$ cat src/rtl/led_pkg.sv
// led_pkg: shared types, default parameters and helpers for the LED fade PWM stage.
package led_pkg;

  // Per-channel fade state.
  typedef enum logic [1:0] {
    OFF     = 2'd0,
    RISING  = 2'd1,
    ON      = 2'd2,
    FALLING = 2'd3
  } led_state_t;

  // Duty / PWM counter width.
  localparam int PWM_BITS_DEFAULT = 8;

  // Clock cycles per one-LSB duty step (about 1 s full fade at 20 MHz).
  localparam int RAMP_DIV_DEFAULT = 78_125;

  // Largest duty value for a given width; also the PWM period in clocks.
  function automatic int maxd(input int bits);
    return (1 << bits) - 1;
  endfunction

endpackage

$ cat src/rtl/led_fade_pwm_if.sv
// led_fade_pwm_if: sequencer-side level inputs and LED-pin side PWM outputs.
// master = sequencer / board side, slave = the fade PWM stage.
interface led_fade_pwm_if;

  logic led_red_in;
  logic led_green_in;
  logic led_blue_in;
  logic pwm_red;
  logic pwm_green;
  logic pwm_blue;
  logic fading;

  modport master (
    output led_red_in,
    output led_green_in,
    output led_blue_in,
    input  pwm_red,
    input  pwm_green,
    input  pwm_blue,
    input  fading
  );

  modport slave (
    input  led_red_in,
    input  led_green_in,
    input  led_blue_in,
    output pwm_red,
    output pwm_green,
    output pwm_blue,
    output fading
  );

endinterface

$ cat src/rtl/led_fade_channel.sv
// led_fade_channel: one colour channel -- fade FSM, duty register, optional
// gamma mapping, period-aligned shadow register and PWM comparator.
// Optional build macro: LED_FADE_GAMMA_EN (square-law duty mapping).
//
//   state   | meaning
//   --------+-----------------------------------------------
//   OFF     | duty = 0, output dark, waiting for target = 1
//   RISING  | duty stepping up by one per ramp tick
//   ON      | duty = MAXD, output fully lit
//   FALLING | duty stepping down by one per ramp tick
module led_fade_channel
  import led_pkg::*;
#(
  parameter int PWM_BITS = PWM_BITS_DEFAULT
) (
  input  logic                clk,
  input  logic                rst,
  input  logic                target,
  input  logic                ramp_tick,
  input  logic                pwm_wrap,
  input  logic [PWM_BITS-1:0] pwm_cnt,
  output logic                pwm,
  output logic                fading_nx
);

  localparam logic [PWM_BITS-1:0] MAXD = PWM_BITS'(maxd(PWM_BITS));
  localparam logic [PWM_BITS-1:0] ONE  = PWM_BITS'(1);

  led_state_t          state_q;
  led_state_t          state_nx;
  led_state_t          st_up;
  led_state_t          st_dn;
  logic [PWM_BITS-1:0] duty_q;
  logic [PWM_BITS-1:0] duty_nx;
  logic [PWM_BITS-1:0] duty_up;
  logic [PWM_BITS-1:0] duty_dn;
  logic [PWM_BITS-1:0] duty_eff;
  logic [PWM_BITS-1:0] shadow_q;
  logic                pwm_q;

  // Saturating one-step neighbours of the current duty and the state each lands in.
  always_comb begin
    duty_up = (duty_q == MAXD) ? MAXD : duty_q + ONE;
    duty_dn = (duty_q == '0)   ? '0   : duty_q - ONE;
    st_up   = (duty_up == MAXD) ? ON  : RISING;
    st_dn   = (duty_dn == '0)   ? OFF : FALLING;
  end

  // Next-state and next-duty; only a ramp tick moves the channel, and a
  // reversal mid-ramp steps from the current duty instead of jumping.
  always_comb begin
    state_nx = state_q;
    duty_nx  = duty_q;
    if (ramp_tick) begin
      case (state_q)
        OFF: begin
          if (target) begin
            state_nx = st_up;
            duty_nx  = duty_up;
          end
        end
        RISING, FALLING: begin
          if (target) begin
            state_nx = st_up;
            duty_nx  = duty_up;
          end else begin
            state_nx = st_dn;
            duty_nx  = duty_dn;
          end
        end
        ON: begin
          if (!target) begin
            state_nx = st_dn;
            duty_nx  = duty_dn;
          end
        end
        default: begin
          state_nx = OFF;
          duty_nx  = '0;
        end
      endcase
    end
  end

  // FSM state and duty register.
  always_ff @(posedge clk or posedge rst) begin
    if (rst) begin
      state_q <= OFF;
      duty_q  <= '0;
    end else begin
      state_q <= state_nx;
      duty_q  <= duty_nx;
    end
  end

`ifdef LED_FADE_GAMMA_EN
  logic [2*PWM_BITS-1:0] duty_sq;

  // Square-law mapping for a perceptually linear fade; full scale stays full scale.
  always_comb begin
    duty_sq  = {{PWM_BITS{1'b0}}, duty_q} * {{PWM_BITS{1'b0}}, duty_q};
    duty_eff = (duty_q == MAXD) ? MAXD : duty_sq[2*PWM_BITS-1:PWM_BITS];
  end
`else
  assign duty_eff = duty_q;
`endif

  // Shadow duty loads only at the period wrap so a pulse in flight is never cut
  // or stretched; the comparator drives the registered pin level.
  always_ff @(posedge clk or posedge rst) begin
    if (rst) begin
      shadow_q <= '0;
      pwm_q    <= 1'b0;
    end else begin
      if (pwm_wrap) begin
        shadow_q <= duty_eff;
      end
      pwm_q <= (pwm_cnt < shadow_q);
    end
  end

  assign pwm       = pwm_q;
  assign fading_nx = (state_nx == RISING) || (state_nx == FALLING);

endmodule

$ cat src/rtl/led_fade_pwm.sv
// led_fade_pwm: turns the sequencer's on/off RGB levels into linear PWM fades.
// Holds the input registers, the shared ramp prescaler, the shared PWM period
// counter and the fading flag; each colour is a led_fade_channel.
// Optional build macro: LED_FADE_GAMMA_EN (handled inside led_fade_channel).
module led_fade_pwm
  import led_pkg::*;
#(
  parameter int PWM_BITS = PWM_BITS_DEFAULT,
  parameter int RAMP_DIV = RAMP_DIV_DEFAULT
) (
  input  logic           clk,
  input  logic           rst,
  led_fade_pwm_if.slave  bus
);

  localparam int                  MAXD_I   = maxd(PWM_BITS);
  localparam int                  PS_W     = (RAMP_DIV > 1) ? $clog2(RAMP_DIV) : 1;
  localparam logic [PS_W-1:0]     PS_LAST  = PS_W'(RAMP_DIV - 1);
  localparam logic [PWM_BITS-1:0] CNT_LAST = PWM_BITS'(MAXD_I - 1);

  logic [2:0]          target_q;
  logic [PS_W-1:0]     ps_q;
  logic                ramp_tick;
  logic [PWM_BITS-1:0] pwm_cnt_q;
  logic                pwm_wrap;
  logic [2:0]          pwm_ch;
  logic [2:0]          fade_nx;
  logic                fading_q;

  // Register the sequencer levels once; bit 0 red, 1 green, 2 blue.
  always_ff @(posedge clk or posedge rst) begin
    if (rst) begin
      target_q <= '0;
    end else begin
      target_q <= {bus.led_blue_in, bus.led_green_in, bus.led_red_in};
    end
  end

  // Shared ramp prescaler, 0..RAMP_DIV-1; the tick is the last count.
  always_ff @(posedge clk or posedge rst) begin
    if (rst) begin
      ps_q <= '0;
    end else if (ps_q == PS_LAST) begin
      ps_q <= '0;
    end else begin
      ps_q <= ps_q + PS_W'(1);
    end
  end

  assign ramp_tick = (ps_q == PS_LAST);

  // Shared PWM period counter, 0..MAXD-1, so a period is MAXD clocks.
  always_ff @(posedge clk or posedge rst) begin
    if (rst) begin
      pwm_cnt_q <= '0;
    end else if (pwm_cnt_q == CNT_LAST) begin
      pwm_cnt_q <= '0;
    end else begin
      pwm_cnt_q <= pwm_cnt_q + PWM_BITS'(1);
    end
  end

  assign pwm_wrap = (pwm_cnt_q == CNT_LAST);

  led_fade_channel #(.PWM_BITS(PWM_BITS)) u_ch_red (
    .clk       (clk),
    .rst       (rst),
    .target    (target_q[0]),
    .ramp_tick (ramp_tick),
    .pwm_wrap  (pwm_wrap),
    .pwm_cnt   (pwm_cnt_q),
    .pwm       (pwm_ch[0]),
    .fading_nx (fade_nx[0])
  );

  led_fade_channel #(.PWM_BITS(PWM_BITS)) u_ch_green (
    .clk       (clk),
    .rst       (rst),
    .target    (target_q[1]),
    .ramp_tick (ramp_tick),
    .pwm_wrap  (pwm_wrap),
    .pwm_cnt   (pwm_cnt_q),
    .pwm       (pwm_ch[1]),
    .fading_nx (fade_nx[1])
  );

  led_fade_channel #(.PWM_BITS(PWM_BITS)) u_ch_blue (
    .clk       (clk),
    .rst       (rst),
    .target    (target_q[2]),
    .ramp_tick (ramp_tick),
    .pwm_wrap  (pwm_wrap),
    .pwm_cnt   (pwm_cnt_q),
    .pwm       (pwm_ch[2]),
    .fading_nx (fade_nx[2])
  );

  // fading follows the channels' next states so it lines up with the duty registers.
  always_ff @(posedge clk or posedge rst) begin
    if (rst) begin
      fading_q <= 1'b0;
    end else begin
      fading_q <= |fade_nx;
    end
  end

  assign bus.pwm_red   = pwm_ch[0];
  assign bus.pwm_green = pwm_ch[1];
  assign bus.pwm_blue  = pwm_ch[2];
  assign bus.fading    = fading_q;

endmodule

$ cat src/flat_wrapper.sv
// flat-port wrapper written by rule: the top's interface ports become plain ports
module led_fade_pwm_flat import led_pkg::*;
#(
  parameter int PWM_BITS = PWM_BITS_DEFAULT,
  parameter int RAMP_DIV = RAMP_DIV_DEFAULT
)
  (clk, rst, bus_led_red_in, bus_led_green_in, bus_led_blue_in, bus_pwm_red, bus_pwm_green, bus_pwm_blue, bus_fading);
  led_fade_pwm_if bus_i ();
  input  logic clk;
  input  logic rst;
  input wire logic [$bits(bus_i.led_red_in)-1:0] bus_led_red_in;
  input wire logic [$bits(bus_i.led_green_in)-1:0] bus_led_green_in;
  input wire logic [$bits(bus_i.led_blue_in)-1:0] bus_led_blue_in;
  output wire logic [$bits(bus_i.pwm_red)-1:0] bus_pwm_red;
  output wire logic [$bits(bus_i.pwm_green)-1:0] bus_pwm_green;
  output wire logic [$bits(bus_i.pwm_blue)-1:0] bus_pwm_blue;
  output wire logic [$bits(bus_i.fading)-1:0] bus_fading;
  assign bus_i.led_red_in = bus_led_red_in;
  assign bus_i.led_green_in = bus_led_green_in;
  assign bus_i.led_blue_in = bus_led_blue_in;
  assign bus_pwm_red = bus_i.pwm_red;
  assign bus_pwm_green = bus_i.pwm_green;
  assign bus_pwm_blue = bus_i.pwm_blue;
  assign bus_fading = bus_i.fading;
  led_fade_pwm #(.PWM_BITS(PWM_BITS), .RAMP_DIV(RAMP_DIV)) u_core (.clk(clk), .rst(rst), .bus(bus_i));
endmodule
$ cat config.mk
export PLATFORM = sky130hd
export DESIGN_NAME = led_fade_pwm_flat
export DESIGN_NICKNAME = d
export VERILOG_FILES = /design/src/rtl/led_pkg.sv /design/src/rtl/led_fade_pwm_if.sv /design/src/rtl/led_fade_channel.sv /design/src/rtl/led_fade_pwm.sv /design/src/flat_wrapper.sv
export SDC_FILE = /design/constraint.sdc
export NUM_CORES = 1
export LEC_CHECK = 0
export CORE_MARGIN = 3
export CORE_UTILIZATION = 30
export CTS_CLUSTER_SIZE = 28
export DETAILED_ROUTE_END_ITERATION = 10
export SLEW_MARGIN = 0
export SYNTH_ARGS = -nofsm -noshare
export SYNTH_HDL_FRONTEND = slang
export SYNTH_SLANG_ARGS = --single-unit
export TNS_END_PERCENT = 30
$ cat constraint.sdc
create_clock -name clk -period 3.9 [get_ports clk]
set_input_delay 0.39 -clock clk [delete_from_list [all_inputs] [get_ports clk]]
set_output_delay 0.39 -clock clk [all_outputs]
set_load 0.005 [all_outputs]
* After elaboration in Yosys (flattened, before gate mapping)
Index checks and enable logic that the tools add are counted.
W data, S select, Z words.
** Word-level totals
- Input port bits :: 5
- Register bits :: 86
- Memories :: 0
- Bits in writable memories :: 0
- Output and inout bits :: 4
- ROM bits :: 0
- Latch bits :: 0
** Cells by class
- Reductions and logical operators :: 19
- Bitwise operators :: 0
- Muxes and demuxes :: 41
- Div/mod/pow operators :: 0
- $mul :: 0
- $add $sub $neg :: 8
- Magnitude comparators :: 3
- Equal/unequal tests :: 29
- Shifts and indexed selects :: 0
** Operators with widths (count)
- $mux W8 :: 16
- $pmux W8 S3 :: 3
- $eq A8 B8 Y1 const B :: 7
- $logic_not A8 Y1 :: 6
- $mux W2 :: 18
- $add A8 B1 Y8 const B :: 4
- $lt A8 B8 Y1 :: 3
- $sub A8 B1 Y8 const B :: 3
- $eq A2 B2 Y1 const B :: 9
- $pmux W2 S3 :: 3
- $add A17 B1 Y17 const B :: 1
- $eq A17 B17 Y1 const B :: 1
- $mux W17 :: 1
- $eq A2 B1 Y1 const B :: 6
- $reduce_and A3 Y1 :: 3
- $logic_not A2 Y1 :: 3
- $ne A2 B1 Y1 const B :: 3
- $ne A2 B2 Y1 const B :: 3
- $reduce_or A2 Y1 :: 3
- $logic_or A1 B1 Y1 :: 3
- $reduce_or A3 Y1 :: 1

* Logic depth before layout (Yosys ltp)
Gate-level depths: netlist of run 1.
- Word-level depth :: 10
- Mapped depth :: 9
- Gate-level depth less buffers :: 8

* Cells and area by module
A second synthesis of run 1 with hierarchy kept.
** Unflattened totals
- Cell total of the unflattened synthesis :: 652
- Area, all modules :: 5676.7 um2
** By module, submodules not included
- led_fade_channel :: times used 3, cells an instance 178, area an instance 1463.9 um2, seq. area each 475.5 um2
- led_fade_pwm :: times used 1, cells an instance 118, area an instance 1285.0 um2, seq. area each 725.7 um2

* Worst setup path before layout of run 1
No wires, ideal clock.
- Path kind :: reg2reg
- From :: register u_core.u_ch_red.duty_q[0], in the netlist u_core.u_ch_red.duty_eff[0]
- To :: register u_core.fading_q, in the netlist u_core.bus.fading
- Period minus slack after synthesis :: 2.171 ns
- Path slack :: 1.729 ns
- Arrival :: 2.047 ns
- Cell stages (with the launch flop) :: 9
- Library setup time :: 0.124 ns
- Data required time :: 3.776 ns
- Path buffers :: 0
- Cell sequence :: dfrtp_1 -> inv_1 -> ha_1 -> nor4b_1 -> a41oi_1 -> a2111o_1 -> nand3_1 -> nand3_2 -> a211o_1
** On the way
- Cells in the longest elaborated chain, start to end :: 10
- Elaborated cells on any way between the ends :: 19
- Those cells by class :: add/sub (2); eq/ne (4); mux (9); reduce/logical (4)
** Ends and longest elaborated chain
- from (decl) :: line led_fade_channel.sv:33 : logic [PWM_BITS-1:0] duty_q;
- from (signal assigned) :: line led_fade_channel.sv:92 : duty_q <= duty_nx;
- $add A8 B1 Y8 (tied with other cells) :: line led_fade_channel.sv:43 : duty_up = (duty_q == MAXD) ? MAXD : duty_q + ONE;
- $mux W8 (on tied branches) :: line led_fade_channel.sv:43, led_fade_channel.sv:44
- $eq A8 B8 Y1 / $logic_not A8 Y1 (equally long branches) :: line led_fade_channel.sv:45, led_fade_channel.sv:46
- $mux W2 (on tied branches) :: line led_fade_channel.sv:45, led_fade_channel.sv:46
- $mux W2 (on tied branches) :: line led_fade_channel.sv:63, led_fade_channel.sv:57, led_fade_channel.sv:72
- $pmux W2 S3 * :: line led_fade_channel.sv:55 : case (state_q)
- $mux W2 * :: line led_fade_channel.sv:54 : if (ramp_tick) begin
- via u_core.u_ch_red.state_nx[0] :: line led_fade_channel.sv:30 : led_state_t state_nx;
- $eq A2 B1 Y1 / $eq A2 B2 Y1 (equally long branches) :: line led_fade_channel.sv:123 : assign fading_nx = (state_nx == RISING) || (state_nx == FALLING);
- $logic_or A1 B1 Y1 * :: line led_fade_channel.sv:123
- $reduce_or A3 Y1 * :: line led_fade_pwm.sv:103 : fading_q <= |fade_nx;
- to (signal assigned) :: line led_fade_pwm.sv:103
- to (decl) :: line led_fade_pwm.sv:28 : logic fading_q;
The timed path passes the listed nets; every way through them passes the cells marked *.
A chain may end at the register's enable or synchronous reset.

* Worst setup path in the final report of run 1
Same ends and word-level chain as after synthesis.

==> out/results.txt, run 1 <==
status = finished, final reports clean
Clock Skews = 11.94 ps
area taken by multi-input logic gates = 0.002993 mm^2
drt initial violations = 342
Synth Area in Adders = 8.024%
YS warnings = 0
vias per inst = 5.149
Slew headroom = 48.38%
initial antenna violation count = 0
Ports = 9
port buffer count = 8
fillers = 1,773
CTS tree = built
DR WL met3 = 373 um
Placed Instances = 831
top layer in use = met4
Die W = 140.5 um
dpl hpwl = 8228 um
core box area = 0.01748 mm^2
DRT Pass-1 Iters = 4
Reg area = 0.002152 mm^2
FF+latch count, synth = 86
finished layout cell area = 0.005993 mm^2
Mapped Cells = 625
crit path max fanout = 10
drc violations = 0
power consumption = 0.001755 W
Avg Inst Size Synth = 8.682 um^2
clk buf depth = 2
GRT Overall Usage = 12.71%
critical path class = register to register
Slew Viols, Final = 0
M1 wire length = 5969 um
Final setup viols = 0
DP Area = 0.005707 mm^2
area added between synthesis and finish = 10.45%
distinct cell type count after synthesis = 61
period utilization = 63.70%
# rows = 48
critical path startpoint category = register
Post CTS Setup Buffer Count = 0
family with the most delay on the worst path = simple AND/OR/NAND/NOR gates
post-synth top area cell = dfrtp_1
Synth Cell Area = 0.005426 mm^2
ANT nets after route = 0
Max VDD drop = 0.1591 mV
root buf cell = clkbuf_16
register area share after synthesis = 39.66%
Reg2Reg Depth = 8
via count = 4,361
area share of xor/xnor cells in the synthesized design = 4.681%
H-tree level count = 3
Tightest Pin Transition = 763.5 ps
total negative slack = 0 ps
# nets final = 656
EDFF count, synth = 0
CTS resizes = 0
CTS sink cnt = 86
Skew-Pair Late Insertion Delay = 350 ps
Max Clk Rate = 0.4025 GHz
largest net degree at the start of global routing = 38
Pwr Density = 292.8 mW/mm^2
RSZ-0062 raised after global routing = false
worst stage delay on the critical path = 610 ps
vias in the first global route = 4,195
# hold bufs at CTS = 0
RD Place Congestion = 0.8696
Worst-path clk slew = 70 ps
Routed met2 length = 5132 um
die height = 140.5 um
FF-to-FF setup slack = 1420 ps
Final Instance Count excl. Fillers = 847
multiplexer share of the synthesized area = 1.614%
CP Depth = 8
Initial Util = 31.05%
Reg-to-Reg End = u_core.bus.fading$_DFF_PP0_
CP bufs+invs = 1
Commonest cells post-synth = dfrtp_1, nand2_1, o21ai_0
net count after synthesis = 664
ys flop type = dfrtp_1
largest family of logic cells by synthesized area = compound AO/OA/AOI/OAI gates
die area = 0.01974 mm^2
crit-path cells = inv_1 -> ha_1 -> nor4b_1 -> a41oi_1 -> a2111o_1 -> nand3_1 -> nand3_2 -> a211o_1
ys async rst share = 100.0%
reg2reg start = u_core.u_ch_red.duty_eff[0]$_DFFE_PP0P_
global-route wire length before repair = 20,880 um
final wirelength = 11,730 um
Synth Area in Simple Gates = 20.08%
hold crit path type = input port to asynchronous set/reset pin
post-synth top area share = 39.66%
Crit-path slowest cell = nor4b_1
crit end category = register
largest cells by area after synthesis = dfrtp_1, ha_1, o21ai_0
worst path arrival time = 2720 ps
top-count cell post-synth = dfrtp_1
antenna cells = 0
Hold Fails Final Rpt = 0
wire per inst = 13.85 um
fin crit period = 2484 ps
GR Overflow Total = 0
layout cells sized above 1 = 5.949%
hold_ws = 342.5 ps
Critical Path RT = 4140 ps
cts bufs inserted = 9
Compound-Gate Fraction of Synth Area = 20.61%
max cap viols = 0
P_leak = 2.548 nW
==> kinds of logic (layout without fill, tap and decap cells) <==
group | after synthesis | count (layout)
AO/OA/AOI/OAI | 181 | 181
XOR/XNOR | 29 | 29
multiplexers | 8 | 8
AND/OR/NAND/NOR | 211 | 211
flip-flops | 86 | 86
buffers and inverters | 75 | 72
adder cells (fa/ha/maj) | 35 | 35
==> where the power goes <==
part	switching (W)	total, W	internal (W)
Clock	0.000374	0.000830	0.000456
Combinational	0.0000208	0.0000284	0.00000763
Sequential	0.00000310	0.000896	0.000893
==> placed cells by master (no fill, tap or decap), types with 8 or more instances in the layout <==
cell type	instances
a21o_1	13
a21oi_1	39
a31oi_1	11
and3_1	12
clkbuf_16	9
clkdlybuf4s50_1	8
dfrtp_1	86
ha_1	34
inv_1	42
nand2_1	59
nand3_1	24
nand4_1	10
nor2_1	49
nor2b_1	9
o21ai_0	52
o21ai_1	17
xnor2_1	13
xor2_1	16
==> stage by stage <==
step / setup slack, ps / util, %
3_3_place_gp: 1528 / 32.65
2_1_floorplan: 1288 / -
4_1_cts: 1459 / 34.29
3_5_place_dp: 1480 / 32.65
5_1_grt: 1238 / 34.29
6_report: 1416 / 34.29
==> state kept, by name, indices dropped and copies added, names as in the netlist, named ones only <==
register,count
u_core.u_ch_red.shadow_q,8
u_core.u_ch_blue.pwm,1
u_core.target_q,3
u_core.u_ch_blue.state_q,1
u_core.u_ch_green.shadow_q,8
u_core.u_ch_blue.duty_eff,8
u_core.ps_q,17
u_core.u_ch_green.pwm,1
u_core.u_ch_red.pwm,1
u_core.u_ch_red.duty_eff,8
u_core.u_ch_blue.shadow_q,8
u_core.pwm_cnt_q,8
u_core.u_ch_green.state_q,1
u_core.bus.fading,1
u_core.u_ch_green.duty_eff,8
u_core.u_ch_red.state_q,1
==> layout make-up <==
type,count,area share (%)
clock buffer,11,4.050
clock inverter,5,0.7307
inverter,43,2.714
multi-input combinational,464,49.94
sequential,86,35.91
tap,225,4.697
timing repair buffer,13,1.962
==> worst max path at each step <==
stage	from	end	slack [ps]
after CTS	u_core.u_ch_red.duty_eff[0]$_DFFE_PP0P_	u_core.bus.fading$_DFF_PP0_	1460
after detailed placement	u_core.u_ch_red.duty_eff[0]$_DFFE_PP0P_	u_core.bus.fading$_DFF_PP0_	1480
after floorplan	rst	asynchronous set/reset pin	1290
after global routing	u_core.u_ch_red.duty_eff[0]$_DFFE_PP0P_	u_core.bus.fading$_DFF_PP0_	1240
final	u_core.u_ch_red.duty_eff[0]$_DFFE_PP0P_	u_core.bus.fading$_DFF_PP0_	1420
after global placement	u_core.u_ch_red.duty_eff[0]$_DFFE_PP0P_	u_core.bus.fading$_DFF_PP0_	1530
==> routing by layer <==
layer,up-vias,track usage [%]
met1,2058,18.21
met2,81,18.95
met3,15,2.014
li1,2207,-
met4,0,5.507
met5,-,0
Power figures use the tool's default switching activity.
==> run 2: changes to the inputs <==
clock period = 2.3 ns   (was 3.9 ns; I/O delays follow)
==> run 2 against run 1 <==
  * Non-clock buffer count rose by 33
  * Sequential power rose by 70%
  * Critical endpoint is now u_core.u_ch_blue.duty_eff[1]$_DFFE_PP0P_
  * Register-to-register slack got worse by 1400 ps
  * Via count rose by 3.7%
  * Flip-flop and latch count did not move
  * Sequential share of layout area fell by 1.9 points
  * Clock power rose by 82%
  * Die area did not move
  * Global-route usage rose by 0.46 points
  * Core utilization rose by 1.9 points
==> out/results.txt, run 2 (synthesized netlist as in run 1, its figures left out) <==
DRT Pass-1 Iters = 5 (+1)
Initial Util = 31.05% (unchanged)
vias in the first global route = 4,397 (+4.8%)
fillers = 1,718 (-3.1%)
most common cell after layout, fill and taps aside = dfrtp_1
crit end category = register
critical path startpoint category = register
Reg area = 0.002152 mm^2 (unchanged)
most frequent cells in the layout = dfrtp_1, nand2_1, o21ai_0
via count = 4,521 (+3.7%)
Slew headroom = 54.49% (+6.1 points)
Worst-path clk slew = 70 ps (about the same)
vias per inst = 5.143 (-0.11%)
CTS sink cnt = 86 (unchanged)
crit path max fanout = 17 (+7)
hold_ws = 275.8 ps (-66.74 ps)
# hold bufs at CTS = 0 (unchanged)
Clock power frac = 49.0% (+1.7 points)
Max Clk Rate = 0.4472 GHz (+11%)
layout cells sized above 1 = 11.16% (+5.2 points)
root buf cell = clkbuf_16
# rows = 48 (unchanged)
reg2reg start = u_core.ps_q[10]$_DFF_PP0_
critical path class = register to register
GRT Overall Usage = 13.17% (+0.46 points)
CP bufs+invs = 1 (unchanged)
hold crit path type = input port to asynchronous set/reset pin
power consumption = 0.003087 W (+76%)
status = finished, final reports clean
clk buf depth = 2 (unchanged)
drt initial violations = 363 (+6.1%)
Skew-Pair Late Insertion Delay = 350 ps (about the same)
RSZ-0062 raised after global routing = false
Slew Viols, Final = 0 (unchanged)
Placement Setup Slack = 86.26 ps (-1393 ps)
die area = 0.01974 mm^2 (unchanged)
part of the power in registers = 49.2% (-1.9 points)
dpl hpwl = 9012 um (+9.5%)
family with the most delay on the worst path = simple AND/OR/NAND/NOR gates
Hold Fails Final Rpt = 0 (unchanged)
Reg-to-Reg End = u_core.u_ch_blue.duty_eff[1]$_DFFE_PP0P_
Clock Skews = 6.663 ps (-5.281 ps)
crit-path cells = or4_4 -> nor4_4 -> buf_12 -> o21a_1 -> mux2_2
CTS tree = built
Final Instance Count excl. Fillers = 879 (+3.8%)
largest net degree at the start of global routing = 45 (+18%)
RD Place Congestion = 0.8792 (+1.1%)
ANT nets after route = 0 (unchanged)
core box area = 0.01748 mm^2 (unchanged)
Ports = 9 (unchanged)
final wirelength = 12,330 um (+5.1%)
period utilization = 97.21% (+34 points)
total negative slack = 0 ps (unchanged)
die height = 140.5 um (unchanged)
Final WS setup = 64.10 ps (-1352 ps)
FF-to-FF setup slack = 60 ps (-1350 ps)
Reg2Reg Depth = 5 (-3)
drc violations = 0 (unchanged)
initial antenna violation count = 0 (unchanged)
Tightest Pin Transition = 678.1 ps (-85.47 ps)
Switching Fraction = 21.18% (-1.5 points)
global-route wire length before repair = 21,490 um (+2.9%)
Crit-path slowest cell = or4_4
port buffer count = 8 (unchanged)
H-tree level count = 3 (unchanged)
P_sw = 0.0006537 W (+64%)
max FFs per register = 17 (unchanged)
Max VDD drop = 0.2393 mV (+50%)
worst path arrival time = 2460 ps (-260 ps)
wire per inst = 14.03 um (+1.3%)
fin crit period = 2236 ps (-248.4 ps)
# nets final = 689 (+5.0%)
Die W = 140.5 um (unchanged)
GR Overflow Total = 0 (unchanged)
area added between synthesis and finish = 16.51%
Placed Instances = 863 (+3.9%)
Pwr Density = 488.3 mW/mm^2 (+67%)
Final setup viols = 0 (unchanged)
worst stage delay on the critical path = 560 ps (-50 ps)
area taken by multi-input logic gates = 0.003012 mm^2 (+0.63%)
max cap viols = 0 (unchanged)
antenna cells = 0 (unchanged)
Critical Path RT = 2530 ps (-1610 ps)
total internal power = 0.002433 W (+79%)
P_leak = 2.751 nW (+8.0%)
Comb pwr share = 1.8% (+0.2 points)
cts bufs inserted = 9 (unchanged)
largest register by flop count = u_core.ps_q
[run 2: cell count changes in the layout (fill, tap and decap cells not counted), moves of 2 or more]
cell	before	now
buf_4	5	35
buf_12	0	3
nor4_1	4	2
nor4_2	0	2
[run 2: layer usage]
metal,GRT usage (%),vias to the layer above,wire length (um)
met4,4.233,0,143
met1,17.98,2177,6064
met3,2.595,11,365
met5,0,-,0
li1,-,2273,-
met2,21.04,60,5758
[run 2: worst max path at each step]
stage	cells past startpoint	end	from
2_1_floorplan	8	u_core.bus.fading$_DFF_PP0_	u_core.u_ch_red.duty_eff[0]$_DFFE_PP0P_
3_3_place_gp	7	u_core.bus.fading$_DFF_PP0_	u_core.u_ch_blue.duty_eff[0]$_DFFE_PP0P_
3_5_place_dp	5	u_core.u_ch_blue.duty_eff[1]$_DFFE_PP0P_	u_core.ps_q[10]$_DFF_PP0_
4_1_cts	5	u_core.u_ch_blue.duty_eff[1]$_DFFE_PP0P_	u_core.ps_q[10]$_DFF_PP0_
5_1_grt	8	u_core.bus.fading$_DFF_PP0_	u_core.u_ch_blue.duty_eff[0]$_DFFE_PP0P_
6_report	5	u_core.u_ch_blue.duty_eff[1]$_DFFE_PP0P_	u_core.ps_q[10]$_DFF_PP0_
[run 2: area by class of cell]
cell class / instances / area share [%]
Sequential cell: 86 / 34.04
Inverter: 43 / 2.612
Clock buffer: 11 / 3.998
Clock inverter: 4 / 0.8906
Timing Repair Buffer: 46 / 6.372
Tap cell: 225 / 4.453
Multi-Input combinational cell: 464 / 47.64
[run 2: power by group through the flow]
stage | logic (W) | clock network [W] | registers, W
4_1_cts | 0.0000585 | 0.00156 | 0.00152
5_1_grt | 0.0000640 | 0.00162 | 0.00152
6_report | 0.0000543 | 0.00151 | 0.00152
3_3_place_gp | 0.0000578 | 0 | 0.00155
3_5_place_dp | 0.0000581 | 0 | 0.00155
2_1_floorplan | 0.0000327 | 0 | 0.00155
[run 2: repair_timing]
action                     CTS  global route
setup endpoints to repair    0             1
resized for setup            0             3
buffers inserted             0             1
[run 2: metrics by stage]
| stage | util [%] | cell area (um^2) |
|---|---|---|
| final | 36.18 | 6322 |
| after global routing | 36.18 | 6322 |
| after CTS | 36.03 | 6296 |
| after detailed placement | 34.26 | 5987 |
| after global placement | 34.26 | 5987 |
| after floorplan | - | 5430 |
==> run 3: changes to the inputs <==
HOLD_SLACK_MARGIN = 0.15   (was not set)
==> results of run 3 <==
Final layout, timing and power as in run 2 (identical DEF).
